File: src/rtl/ecc_scrub_pkg.sv
// Shared types and defaults for the cache-bank ECC scrub controller.
package ecc_scrub_pkg;

   typedef enum logic [1:0] {
      Idle  = 2'd0,
      Wait  = 2'd1,
      Scrub = 2'd2
   } scrub_ctrl_state_e;

   localparam int unsigned TimeoutCyclesDefault = 32'd1024;

endpackage

File: src/rtl/ecc_sat_counter.sv
// Saturating event counter: holds at all-ones, clear takes priority over increment.
module ecc_sat_counter #(
   parameter int unsigned Width = 16
) (
   input  logic             clk_i,
   input  logic             rst_i,
   input  logic             inc_i,
   input  logic             clr_i,
   output logic [Width-1:0] cnt_o,
   output logic             at_max_o
);

   logic [Width-1:0] cnt_r;

   // Count register with clear beating a same-cycle increment
   always_ff @(posedge clk_i) begin
      if (rst_i) begin
         cnt_r <= {Width{1'b0}};
      end else if (clr_i) begin
         cnt_r <= {Width{1'b0}};
      end else if (inc_i && !at_max_o) begin
         cnt_r <= cnt_r + Width'(1'b1);
      end else begin
         cnt_r <= cnt_r;
      end
   end

   assign cnt_o    = cnt_r;
   assign at_max_o = &cnt_r;

endmodule

File: src/rtl/ecc_scrub_ctrl.sv
// Scrub scheduler and error-event collector for the cache-bank ECC scrubber.
// Optional error-address log enabled by defining ECC_SCRUB_CTRL_LOG_EN.
module ecc_scrub_ctrl
   import ecc_scrub_pkg::*;
#(
   parameter int unsigned CntWidth      = 16,
   parameter int unsigned IntervalWidth = 20,
   parameter int unsigned BurstWidth    = 8,
   parameter int unsigned TimeoutCycles = TimeoutCyclesDefault,
   parameter int unsigned AddrWidth     = 8
) (
   input  logic                     clk_i,
   input  logic                     rst_i,
   input  logic                     enable_i,
   input  logic [IntervalWidth-1:0] interval_i,
   input  logic [BurstWidth-1:0]    burst_len_i,
   input  logic [CntWidth-1:0]      corr_thresh_i,
   input  logic                     clear_i,
   output logic                     scrub_trigger_o,
   input  logic                     scrub_done_i,
   input  logic                     bit_corrected_i,
   input  logic                     uncorrectable_i,
   input  logic [AddrWidth-1:0]     scrub_addr_i,
   output logic [CntWidth-1:0]      corr_cnt_o,
   output logic [CntWidth-1:0]      uncorr_cnt_o,
   output logic                     irq_o,
   output logic                     stall_o
`ifdef ECC_SCRUB_CTRL_LOG_EN
   ,
   output logic [AddrWidth-1:0]     err_addr_o,
   output logic                     err_addr_vld_o
`endif
);

   localparam int unsigned TimeoutW = $clog2(TimeoutCycles + 1);
   localparam logic [TimeoutW-1:0] TimeoutLoad = TimeoutW'(TimeoutCycles);

   scrub_ctrl_state_e         state_r, state_nxt_s;
   logic [IntervalWidth-1:0]  interval_cnt_r, interval_nxt_s;
   logic [BurstWidth-1:0]     burst_cnt_r, burst_nxt_s;
   logic [TimeoutW-1:0]       timeout_cnt_r, timeout_nxt_s;
   logic                      stall_set_s;
   logic                      irq_r, stall_r;
   logic [CntWidth-1:0]       corr_cnt_s, corr_next_s;
   logic                      corr_at_max_s;
   logic                      unused_uncorr_max_s;
   logic                      irq_set_s;

   // Next-state and working-counter logic; disable overrides every state
   always_comb begin
      state_nxt_s    = state_r;
      interval_nxt_s = interval_cnt_r;
      burst_nxt_s    = burst_cnt_r;
      timeout_nxt_s  = timeout_cnt_r;
      stall_set_s    = 1'b0;
      if (!enable_i) begin
         state_nxt_s = Idle;
      end else begin
         case (state_r)
            Idle: begin
               state_nxt_s    = Wait;
               interval_nxt_s = interval_i;
            end
            Wait: begin
               // a loaded value of 0 or 1 both mean a single idle cycle
               if (interval_cnt_r <= IntervalWidth'(1'b1)) begin
                  state_nxt_s   = Scrub;
                  timeout_nxt_s = TimeoutLoad;
                  if (burst_len_i == {BurstWidth{1'b0}}) begin
                     burst_nxt_s = BurstWidth'(1'b1);
                  end else begin
                     burst_nxt_s = burst_len_i;
                  end
               end else begin
                  interval_nxt_s = interval_cnt_r - IntervalWidth'(1'b1);
               end
            end
            Scrub: begin
               if (scrub_done_i) begin
                  timeout_nxt_s = TimeoutLoad;
                  if (burst_cnt_r <= BurstWidth'(1'b1)) begin
                     state_nxt_s    = Wait;
                     interval_nxt_s = interval_i;
                     burst_nxt_s    = {BurstWidth{1'b0}};
                  end else begin
                     burst_nxt_s = burst_cnt_r - BurstWidth'(1'b1);
                  end
               end else if (timeout_cnt_r <= TimeoutW'(1'b1)) begin
                  stall_set_s    = 1'b1;
                  state_nxt_s    = Wait;
                  interval_nxt_s = interval_i;
               end else begin
                  timeout_nxt_s = timeout_cnt_r - TimeoutW'(1'b1);
               end
            end
            default: begin
               state_nxt_s = Idle;
            end
         endcase
      end
   end

   // State and working-counter registers
   always_ff @(posedge clk_i) begin
      if (rst_i) begin
         state_r        <= Idle;
         interval_cnt_r <= {IntervalWidth{1'b0}};
         burst_cnt_r    <= {BurstWidth{1'b0}};
         timeout_cnt_r  <= {TimeoutW{1'b0}};
      end else begin
         state_r        <= state_nxt_s;
         interval_cnt_r <= interval_nxt_s;
         burst_cnt_r    <= burst_nxt_s;
         timeout_cnt_r  <= timeout_nxt_s;
      end
   end

   assign scrub_trigger_o = (state_r == Scrub);

   ecc_sat_counter #(.Width(CntWidth)) u_corr_cnt (
      .clk_i    (clk_i),
      .rst_i    (rst_i),
      .inc_i    (bit_corrected_i),
      .clr_i    (clear_i),
      .cnt_o    (corr_cnt_s),
      .at_max_o (corr_at_max_s)
   );

   ecc_sat_counter #(.Width(CntWidth)) u_uncorr_cnt (
      .clk_i    (clk_i),
      .rst_i    (rst_i),
      .inc_i    (uncorrectable_i),
      .clr_i    (clear_i),
      .cnt_o    (uncorr_cnt_o),
      .at_max_o (unused_uncorr_max_s)
   );

   assign corr_cnt_o = corr_cnt_s;

   // Threshold is judged on the value the corrected counter is about to take
   always_comb begin
      if (bit_corrected_i && !corr_at_max_s) begin
         corr_next_s = corr_cnt_s + CntWidth'(1'b1);
      end else begin
         corr_next_s = corr_cnt_s;
      end
      if (uncorrectable_i) begin
         irq_set_s = 1'b1;
      end else if ((corr_thresh_i != {CntWidth{1'b0}}) && (corr_next_s >= corr_thresh_i)) begin
         irq_set_s = 1'b1;
      end else begin
         irq_set_s = 1'b0;
      end
   end

   // Sticky irq and stall flags; clear wins over a same-cycle set
   always_ff @(posedge clk_i) begin
      if (rst_i) begin
         irq_r   <= 1'b0;
         stall_r <= 1'b0;
      end else if (clear_i) begin
         irq_r   <= 1'b0;
         stall_r <= 1'b0;
      end else begin
         irq_r   <= irq_r | irq_set_s;
         stall_r <= stall_r | stall_set_s;
      end
   end

   assign irq_o   = irq_r;
   assign stall_o = stall_r;

`ifdef ECC_SCRUB_CTRL_LOG_EN
   logic [AddrWidth-1:0] err_addr_r;
   logic                 err_addr_vld_r;

   // Capture only the first uncorrectable address since reset or clear
   always_ff @(posedge clk_i) begin
      if (rst_i) begin
         err_addr_r     <= {AddrWidth{1'b0}};
         err_addr_vld_r <= 1'b0;
      end else if (clear_i) begin
         err_addr_r     <= {AddrWidth{1'b0}};
         err_addr_vld_r <= 1'b0;
      end else if (uncorrectable_i && !err_addr_vld_r) begin
         err_addr_r     <= scrub_addr_i;
         err_addr_vld_r <= 1'b1;
      end else begin
         err_addr_r     <= err_addr_r;
         err_addr_vld_r <= err_addr_vld_r;
      end
   end

   assign err_addr_o     = err_addr_r;
   assign err_addr_vld_o = err_addr_vld_r;
`else
   logic unused_addr_s;
   assign unused_addr_s = ^scrub_addr_i;
`endif

endmodule

File: config.mk
export PLATFORM = sky130hd
export DESIGN_NAME = ecc_scrub_ctrl
export DESIGN_NICKNAME = d
export VERILOG_FILES = /design/src/rtl/ecc_scrub_pkg.sv /design/src/rtl/ecc_sat_counter.sv /design/src/rtl/ecc_scrub_ctrl.sv
export SDC_FILE = /design/constraint.sdc
export NUM_CORES = 1
export LEC_CHECK = 0
export CAP_MARGIN = 20
export CORE_ASPECT_RATIO = 2
export CORE_UTILIZATION = 45
export DETAILED_ROUTE_END_ITERATION = 7
export PLACE_DENSITY = 0.75
export SLEW_MARGIN = 20
export SYNTH_ARGS = -nofsm -noshare
export SYNTH_HDL_FRONTEND = slang
export SYNTH_SLANG_ARGS = --single-unit
File: constraint.sdc
create_clock -name clk_i -period 3.7 [get_ports clk_i]
set_input_delay 0.74 -clock clk_i [delete_from_list [all_inputs] [get_ports clk_i]]
set_output_delay 0.74 -clock clk_i [all_outputs]
set_load 0.05 [all_outputs]
==> metrics <==
status finished, final reports clean; period utilization around nine tenths; Setup Buffers After CTS 0; pre-CTS WS 0.257 ns; TritonCTS Buffers 9; I/O pin count 94; # hold bufs at CTS 0; DRC viols 0; register area share after synthesis 30.9%; Pre-Repair DR Iteration Count 5; mapped cell area 4860 um2; Hold Path Stages 2; largest net degree at the start of global routing 38; WHS 0.458 ns; Root Buffer Master clkbuf_16; Non-Filler Instances 822; FMAX between 200 and 300 MHz; hpwl dp around 10000 um; Antenna Cells 0; number of global-route vias before repair roughly 4900; clock latency at the later pin of the worst-skew pair roughly 0.34 ns; routed len/inst approximately 17 um; post-synth net total 693; element type at the critical path end flop; Vias ~5100; reg2reg end interval_cnt_r[15]; hold worst-path end interval_cnt_r[16]; NetSw 0.000629 W; clock network power share a little over two fifths; Clock Sinks 75; PostCTS Resize Cnt 0; share of cells above drive strength 1 under 10%; Via density approximately 6.2; most common flop cell mapped by yosys dfxtp_1; Max Clock Skew about 0.0075 ns; Slew headroom 39.5%; Reg power frac between 30 and 40%; Final Util 58.4%; Core Area ~11000 um2; Post-synth EDFFs 0; Netlist cell types just over 60; Slew @ Worst Pin slightly above 0.9 ns; Data arrival, critical path 3.61 ns; clock transition at the registers of the reported paths ~0.06 ns; Gate Count Post-Synth 606; Hold Crit Start interval_cnt_r[16]; WS Path Type reg2reg; Peak VDD IR slightly below 0.0004 V; Comb pwr share between 10% and 20%; Net Sw Frac between 20% and 30%; worst reg2reg startpoint burst_cnt_r[2]; antenna-violating nets left 0; yosys warns 0; Final Net Count about 770; Worst setup SP type flop; P&R area growth vs syn 26.5%; final hold vios 0; reg-to-reg slack, setup 0.31 ns; max cap viols 0; P per Cell Area 366 nW/um2; Slew Limit Fails 0; FP Rows 53; final setup violation count 0; CTS tree done; reg2reg path depth 5; Internal Power 0.00162 W; synth top area cells dfxtp_1, ha_1, a21oi_1; die footprint 11300 um2; Req. time, crit path 3.92 ns; Placed Cells roughly 810; Initial Util about 46%; GRT Total Usage around 25%; min Tclk post-route 3.39 ns; CTS Buffer Depth 2; DRT iter0 DRCs 355; leakage roughly 2.3 nW; final wirelength around 14000 um; register bit total from synthesis 75; Post-synth ARST share 0%; initial antenna violation count 0; die height 149 um; grt ovf 0; mean post-synth cell area roughly 8.0 um2; Crit Path Max Fanout 12; fillers approximately 940; H-Tree Level Count 3; post-synth top area share about 30%; post-route setup TNS 0 ns; die width 75.5 um; gpl congestion just over 0.9; setup ws final ~0.3 ns; worst hold path class reg2reg; first-pass GRT wire length roughly 22000 um; PortBufs 85; unrepaired setup endpoints after global routing false; area leader, netlist dfxtp_1
==> state kept, by name (all words and copies together), names as in the netlist <==
signal,cells
u_uncorr_cnt.cnt_o,16
burst_cnt_r,8
state_r,2
stall_o,1
timeout_cnt_r,11
irq_o,1
u_corr_cnt.cnt_o,16
interval_cnt_r,20
==> kinds of logic (layout without fill, tap and decap cells) <==
group                    Yosys count  after routing  share of synthesized area (%)
AND/OR/NAND/NOR                  218            218                           24.5
AO/OA/AOI/OAI                    179            179                           25.5
flip-flops                        75             75                           30.9
buffers and inverters             75            154                           6.15
adder cells (fa/ha/maj)           28             28                           7.20
XOR/XNOR                          27             27                           4.86
multiplexers                       4              4                          0.849
==> metrics by stage <==
step | total power (W) | instance area (um2)
floorplan | 0.00117 | 4860
global placement | 0.00131 | 5840
detailed placement | 0.00132 | 5840
CTS | 0.00226 | 6160
global route | 0.00235 | 6160
finish | 0.00225 | 6160
==> Yosys cell counts, types with 9 or more instances <==
master / instances
xor2_1: 9
a211oi_1: 14
or4_1: 9
o21ai_0: 21
nor3_1: 20
a31oi_1: 13
and3_1: 9
nor2b_1: 20
o311ai_1: 10
clkbuf_1: 30
nand2_1: 25
nor2_1: 47
nand4_1: 17
nor4_1: 20
o31ai_1: 21
a21oi_1: 43
nand3_1: 17
inv_1: 41
dfxtp_1: 75
ha_1: 28
xnor2_1: 18
==> per-layer routing <==
metal	vias up	routed length (um)	track usage, %
met5	-	0	0
met4	0	545	14.4
met3	48	472	3.72
met2	167	7410	45.9
met1	2440	5270	26.8
li1	2451	-	-
==> cell usage in the layout (no fill, tap or decap), types with 18 or more instances in the layout <==
master,Yosys,layout
ha_1,28,28
inv_1,41,41
nor2_1,47,47
o21ai_0,21,21
a21oi_1,43,43
o31ai_1,21,21
nand2_1,25,25
nor4_1,20,20
nor3_1,20,20
xnor2_1,18,18
clkdlybuf4s50_1,0,85
nor2b_1,20,20
dfxtp_1,75,75
==> worst max-delay path, stage by stage (launching register included) <==
cell	delay [ns]
dfxtp_1	0.37
or4_4	0.58
o41a_1	0.50
a221oi_2	0.81
nand2_1	0.57
o31ai_1	0.45
==> worst max-delay path by stage <==
stage,slack [ns],to,cells after the start,startpoint
finish,0.31,interval_cnt_r[15],5,burst_cnt_r[2]
global route,0.13,interval_cnt_r[15],5,burst_cnt_r[2]
CTS,0.39,interval_cnt_r[15],5,burst_cnt_r[2]
detailed placement,0.26,irq_o,10,bit_corrected_i
global placement,0.32,irq_o,10,bit_corrected_i
floorplan,0.81,irq_o,9,u_corr_cnt.cnt_o[2]
==> power by group through the flow <==
stage	Sequential [W]	Combinational, W	Clock, W
after floorplan	0.000891	0.000277	0
after global placement	0.000892	0.000416	0
after detailed placement	0.000894	0.000425	0
after CTS	0.000876	0.000429	0.000953
after global routing	0.000883	0.000473	0.000993
final	0.000878	0.000433	0.000941
==> cell type report <==
| class | instances | area [um2] | area share, % |
|---|---|---|---|
| multi-input combinational | 456 | 3060 | 49.8 |
| sequential | 75 | 1500 | 24.4 |
| timing repair buffer | 98 | 948 | 15.4 |
| clock buffer | 10 | 239 | 3.88 |
| tap | 137 | 171 | 2.78 |
| inverter | 41 | 154 | 2.50 |
| clock inverter | 5 | 77.6 | 1.26 |
(Power assumes the default switching activity.)
